$ cat src/rtl/nibble_serial_adder.sv
// Digit-serial WIDTH-bit adder: one 4-bit slice per cycle, LSB nibble first.
// Optional subtract mode is enabled with the NSA_SUB_EN macro.
module four_bit_adder (
    input  logic [3:0] a,
    input  logic [3:0] b,
    input  logic       c_in,
    output logic [3:0] s,
    output logic       c_out
);
    assign {c_out, s} = {1'b0, a} + {1'b0, b} + {4'b0, c_in};
endmodule

module nibble_serial_adder #(
    parameter int WIDTH = 16
) (
    input  logic             clk,
    input  logic             rst,
    input  logic             in_valid,
    output logic             in_ready,
    input  logic [WIDTH-1:0] a,
    input  logic [WIDTH-1:0] b,
    input  logic             c_in,
`ifdef NSA_SUB_EN
    input  logic             sub,
`endif
    output logic             out_valid,
    input  logic             out_ready,
    output logic [WIDTH-1:0] sum,
    output logic             c_out,
    output logic             ovf
);
    localparam int NIB = WIDTH / 4;
    localparam int CW  = (NIB > 1) ? $clog2(NIB) : 1;

    typedef enum logic [1:0] {IDLE, RUN, DONE} state_t;

    state_t           state;
    logic [WIDTH-1:0] a_q;
    logic [WIDTH-1:0] b_q;
    logic             carry;
    logic             a_msb;
    logic             b_msb;
    logic [CW-1:0]    cnt;
    logic [WIDTH-1:0] b_eff;
    logic             carry0;
    logic [3:0]       s;
    logic             co;

`ifdef NSA_SUB_EN
    assign b_eff  = sub ? ~b : b;
    assign carry0 = sub ? 1'b1 : c_in;
`else
    assign b_eff  = b;
    assign carry0 = c_in;
`endif

    assign in_ready = (state == IDLE) && !rst;

    // Operand registers shift right so the active nibble is always [3:0].
    four_bit_adder u_slice (
        .a     (a_q[3:0]),
        .b     (b_q[3:0]),
        .c_in  (carry),
        .s     (s),
        .c_out (co)
    );

    always_ff @(posedge clk or posedge rst) begin
        if (rst) begin
            state     <= IDLE;
            a_q       <= '0;
            b_q       <= '0;
            carry     <= 1'b0;
            a_msb     <= 1'b0;
            b_msb     <= 1'b0;
            cnt       <= '0;
            sum       <= '0;
            c_out     <= 1'b0;
            ovf       <= 1'b0;
            out_valid <= 1'b0;
        end else begin
            unique case (state)
                IDLE: begin
                    if (in_valid) begin
                        a_q   <= a;
                        b_q   <= b_eff;
                        carry <= carry0;
                        a_msb <= a[WIDTH-1];
                        b_msb <= b_eff[WIDTH-1];
                        cnt   <= '0;
                        state <= RUN;
                    end
                end
                RUN: begin
                    a_q   <= a_q >> 4;
                    b_q   <= b_q >> 4;
                    sum   <= {s, sum[WIDTH-1:4]};
                    carry <= co;
                    cnt   <= cnt + 1'b1;
                    if (cnt == CW'(NIB - 1)) begin
                        c_out     <= co;
                        ovf       <= (a_msb == b_msb) && (s[3] != a_msb);
                        out_valid <= 1'b1;
                        cnt       <= '0;
                        state     <= DONE;
                    end
                end
                DONE: begin
                    if (out_ready) begin
                        out_valid <= 1'b0;
                        state     <= IDLE;
                    end
                end
                default: state <= IDLE;
            endcase
        end
    end
endmodule
$ cat config.mk
export PLATFORM = sky130hd
export DESIGN_NAME = nibble_serial_adder
export DESIGN_NICKNAME = d
export VERILOG_FILES = /design/src/rtl/nibble_serial_adder.sv
export SDC_FILE = /design/constraint.sdc
export NUM_CORES = 1
export LEC_CHECK = 0
export ABC_CLOCK_PERIOD_IN_PS = 5200
export CAP_MARGIN = 20
export CORE_ASPECT_RATIO = 2
export CORE_MARGIN = 8
export CORE_UTILIZATION = 25
export DETAILED_ROUTE_END_ITERATION = 7
export SYNTH_ARGS = -nofsm -noshare
export SYNTH_HDL_FRONTEND = slang
export SYNTH_SLANG_ARGS = --single-unit
export TNS_END_PERCENT = 50
$ cat constraint.sdc
create_clock -name clk -period 5.2 [get_ports clk]
set_clock_uncertainty 0.2 [all_clocks]
set_input_delay 0.78 -clock clk [delete_from_list [all_inputs] [get_ports clk]]
set_output_delay 0.78 -clock clk [all_outputs]
set_load 0.02 [all_outputs]
After elaboration in Yosys (flattened, before gate mapping)

Cells that the tools add are included.

Div/mod/pow operators: 0
Shifts and indexed selects: 0
Add/subtract/negate cells: 3
Equality and inequality tests: 8
Reductions and logical operators: 11
Order comparisons: 0
Multiply operators: 0
Bitwise operators: 0
Muxes and demuxes: 16

Operators by type and width:

| cell                  | number |
|---|---|
| $pmux W16 S2          | 2 |
| $mux W16              | 2 |
| $mux W2               | 5 |
| $ne A2 B2 Y1 const B  | 3 |
| $pmux W2 S3           | 1 |
| $reduce_and A2 Y1     | 3 |
| $reduce_and A3 Y1     | 2 |
| $add A4 B4 Y5         | 1 |
| $add A5 B1 Y5         | 1 |
| $eq A2 B2 Y1 const B  | 2 |
| $pmux W1 S2           | 2 |
| $pmux W2 S2           | 1 |
| $reduce_bool A2 Y1    | 2 |
| $mux W1               | 3 |
| $add A2 B1 Y2 const B | 1 |
| $eq A2 B1 Y1 const B  | 1 |
| $logic_and A1 B1 Y1   | 2 |
| $logic_not A2 Y1      | 1 |
| $eq A1 B1 Y1          | 1 |
| $logic_not A1 Y1      | 1 |
| $ne A1 B1 Y1          | 1 |

RAM bits: 0
ROM bits: 0
Input port bits: 37
Bits in latches: 0
Memories kept: 0
Output and inout port bits: 20
Flip-flop bits (word level): 58
Logic and storage cells: 49

Depth between registers and ports, before layout

Word-level depth: 4
Mapped depth: 7
Mapped depth without buffers: 7

Cells and area by module

A second synthesis with hierarchy kept.

Cells, all modules: 237
Area, all modules: 2,642.5 um^2

Modules (own cells, without submodules):

| module              | times used | sequential area each (um^2) | area each (um^2) | cells an instance |
|---|---|---|---|---|
| nibble_serial_adder | 1          | 1,451.4                     | 2,498.6          | 221 |
| four_bit_adder      | 1          | 0.0                         | 143.9            | 16 |

Worst setup path before layout

OpenSTA, ideal clock, no wires.

Kind: input to output
Start point: input port rst
End point: output port in_ready
Path buffers: 0
Required time: 4,220 ps
Arrival time: 1,235 ps
Path slack: 2,985 ps
Cell stages on the path: 1
Cell sequence: nor3_1

Word-level cells in the longest chain between the ends: 2

RTL lines:

| item                       | RTL line | source |
|---|---|---|
| start: declaration         | 17       | `input logic rst,` |
| $logic_not A1 Y1 (no line) | n/a      |  |
| $logic_and A1 B1 Y1        | 57       | `assign in_ready = (state == IDLE) && !rst;` |
| end: declaration           | 19       | `output logic in_ready,` |

No other way between the ends.

Worst setup path in the final report

Same ends and word-level chain as after synthesis.

==> flow_summary_export.csv <==
group,metric,value,unit
outcome,run_status,"completed",
setup_path,max_stage_delay,640,ps
power,power.ir.vdd_worst,0.2081,mV
detailed_routing,route.detailed.vias_per_inst,4.211,
synthesis,syn_inst,260,
floorplan,chipWidth,87.82,um
detailed_routing,vias,1920,
timing,worst_slack,2232,ps
timing,finalSetupTns,0,ps
timing,worstMarginPinSlew,753.2,ps
power,static-leakage-power,1.582,nW
detailed_routing,drt_iter0_drc,87,
setup_path,critical_path.cell_chain,"clkdlybuf4s50_1, nor3_1, clkdlybuf4s50_1",
setup_path,worst_ep_required_time,4220,ps
synthesis,synth_flop_cell,"sky130_fd_sc_hd__dfrtp_1",
synthesis,synth_area_leaders,"sky130_fd_sc_hd__dfrtp_1 (56%), sky130_fd_sc_hd__nand2_1 (12%), sky130_fd_sc_hd__mux2i_1 (8.5%), sky130_fd_sc_hd__o21ai_1 (7.0%), sky130_fd_sc_hd__ha_1 (1.9%)",
setup_path,slowest_stage,"sky130_fd_sc_hd__clkdlybuf4s50_1",
clocking,worstSkewPairLatency,320,ps
power,power.sequential.fraction,33.8,%
clocking,clk_pin_slew_worst_paths,50,ps
setup_path,worstReg2RegEnd,"ovf",
layout,number_of_fillers_in_the_final_layout,1036,
global_routing,track_usage,9.443,%
global_routing,grt_pass1_vias,2032,
detailed_routing,count_of_unresolved_drc_violations_after_routing,0,
timing,timing.max_slew.rel_slack,49.79,%
synthesis,synth_warn,0,
synthesis,synth_seq_area_share,56.28,%
setup_path,timing.critical_path.to_type,"primary output",
timing,achievable-frequency,336.9,MHz
synthesis,ys_async_sr_fraction,100.0,%
global_routing,grtUsageMet3,2.982,%
clocking,clockBufferDepth,2,
global_routing,gr-total-overflow,0,
clocking,numClockSinks,58,
synthesis,synth.top_cells.by_count,"sky130_fd_sc_hd__nand2_1 (85), sky130_fd_sc_hd__dfrtp_1 (58), sky130_fd_sc_hd__o21ai_1 (36)",
layout,insertedDiodeCount,0,
layout,multi_input_area,0.001036,mm^2
setup_path,regToRegSetupSlack,3140,ps
clocking,post_cts_buffers,0,
placed_design,post-place-ws,2227,ps
floorplan,ios,57,
layout,seq_area,0.001451,mm^2
power,pwr-share-comb,38.8,%
clocking,cts_root_buffer,"sky130_fd_sc_hd__clkbuf_16",
global_routing,globalRoute.busiestLayer,"met2",
setup_path,cp.arrival,1990,ps
clocking,clock_tree_from_tritoncts,"yes",
setup_path,path_max_fanout,2,
placed_design,io_buffer_count,56,
power,power.share.switching,36.20,%
floorplan,y_dimension_of_the_die,159.6,um
synthesis,number_of_enable_flip_flop_cells_after_synthesis,0,
timing,fin_crit_sh,57.08,%
setup_path,ff2ff_path_depth,5,
timing,fin_crit,2968,ps
synthesis,syn_area,0.002579,mm^2
floorplan,placementRows,52,
min_path,worst_hold_path_type,"flop to flop",
floorplan,initial_core_util,25.57,%
timing,slew_viol_final,0,
layout,layout-drive-gt1-share,7.477,%
floorplan,die-area,0.01402,mm^2
setup_path,critPathMostFrequentCell,"sky130_fd_sc_hd__clkdlybuf4s50_1",
layout,syn_to_final_growth,39.25,%
timing,setup-violations-final,0,
clocking,cts_max_level,3,
global_routing,pin_count_of_the_biggest_net_entering_global_routing,67,
global_routing,grt.met1_usage,10.58,%
global_routing,grt_use_met2,15.19,%
synthesis,synth.ff_latch_count,58,
synthesis,synthDominantCellAreaShare,56.28,%
setup_path,cp-endpoint,"in_ready",
layout,finish.net_count,359,
floorplan,core_area,0.01008,mm^2
timing,rsz0062_at_grt,"false",
synthesis,yosys.area.top_type,"sky130_fd_sc_hd__dfrtp_1",
placed_design,post-dp-hpwl,4185,um
detailed_routing,first_pass_iters,4,
setup_path,crit-reg2reg-launch,"a_q[0]",
run,maxCapViolCount,0,
clocking,post_cts_resized,0,
power,power.density_cell_area,624.0,mW/mm^2
detailed_routing,wl_per_cell,13.31,um
setup_path,startpoint,"rst",
setup_path,setup.worst_path.start_class,"primary input",
clocking,number_of_buffers_added_by_the_clock_tree_synthesis_step,9,
global_routing,grt_pass1_wl,9915,um
synthesis,number_of_distinct_standard_cells_referenced_by_the_synthesized_netlist,30,
detailed_routing,antenna_violating_nets_post_route,0,
detailed_routing,drt_wl_total,6068,um
synthesis,post_synthesis_area_per_instance,9.918,um^2
synthesis,yosys.cell_count.top_type,"sky130_fd_sc_hd__nand2_1",
clocking,total_of_hold_buffers_inserted_after_clock_tree_synthesis,0,
power,portion_of_total_power_attributed_to_the_clock_network,27.4,%
synthesis,synth_fp_nets,303,
placed_design,gp_congestion,0.6926,
power,netSwitchingPower,0.8111,mW
global_routing,grt_antenna_before_repair,0,
setup_path,cp_class,"primary input to primary output",
timing,hold_viol,0,
power,internal-power,1.430,mW
==> sequential cells by signal, summed over array words and instances, names as in the netlist <==
signal and count:
a_q 16, b_q 16, sum 16, cnt 2, state 2, a_msb 1
b_msb 1, c_out 1, carry 1, out_valid 1, ovf 1
==> cells by family after synthesis <==
| group | synth area share [%] |
|---|---|
| AND/OR/NAND/NOR | 14.80 |
| flip-flops | 56.28 |
| multiplexers | 9.413 |
| XOR/XNOR | 0.3397 |
| adder cells (fa/ha/maj) | 3.494 |
| buffers and inverters | 4.027 |
| AO/OA/AOI/OAI | 11.64 |
==> layer usage <==
metal,vias up,wire length [um]
met5,-,0
met4,0,142
met3,14,356
met2,46,3033
met1,880,2536
li1,980,-
==> how the worst min path moves through the flow <==
stage | startpoint | to | slack (ps) | depth (start not counted)
final | sum[0] | sum[0] | 270 | 2
after global routing | sum[0] | sum[0] | 300 | 2
after CTS | sum[2] | sum[2] | 270 | 2
after detailed placement | sum[2] | sum[2] | 260 | 2
after global placement | sum[2] | sum[2] | 260 | 2
after floorplan | a_q[4] | a_q[0] | 250 | 2
==> cells in the final DEF, fill, tap and decap left out, types with 6 or more instances in the layout <==
| master | instances |
|---|---|
| sky130_fd_sc_hd__o21ai_1 | 36 |
| sky130_fd_sc_hd__clkbuf_16 | 9 |
| sky130_fd_sc_hd__dfrtp_1 | 58 |
| sky130_fd_sc_hd__inv_1 | 6 |
| sky130_fd_sc_hd__nand2_1 | 85 |
| sky130_fd_sc_hd__mux2i_1 | 22 |
| sky130_fd_sc_hd__clkdlybuf4s50_1 | 56 |
| sky130_fd_sc_hd__a21oi_1 | 7 |
==> power groups by stage <==
stage	clock [mW]	sequential [mW]	combinational [mW]
2_1_floorplan	0	0.810	0.549
3_3_place_gp	0	0.762	0.865
3_5_place_dp	0	0.769	0.888
4_1_cts	0.644	0.763	0.891
5_1_grt	0.660	0.785	0.980
6_report	0.614	0.758	0.869
==> worst max-delay path: cells and delay by family <==
family                 cells  cell delay [ps]
AND/OR/NAND/NOR            1              140
buffers and inverters      2             1070
==> metrics by stage <==
step | power (mW) | instances | area [um^2] | hold WS (ps) | utilization [%]
detailed placement | 1.656 | 440 | 3273 | 261.5 | 32.46
CTS | 2.297 | 456 | 3591 | 274.2 | 35.61
global route | 2.426 | 456 | 3591 | 303.0 | 35.61
floorplan | 1.359 | 260 | 2579 | 254.9 | -
finish | 2.241 | 456 | 3591 | 270.5 | 35.61
global placement | 1.627 | 440 | 3273 | 256.0 | 32.46
==> area by class of cell <==
type / count / area share [%]
clock inverters: 1 / 0.8362
inverters: 7 / 0.7317
clock buffers: 15 / 8.014
well taps: 135 / 4.704
flip-flops and latches: 58 / 40.42
multi-input cells: 180 / 28.85
repair buffers: 60 / 16.45
(Power assumes the default switching activity.)
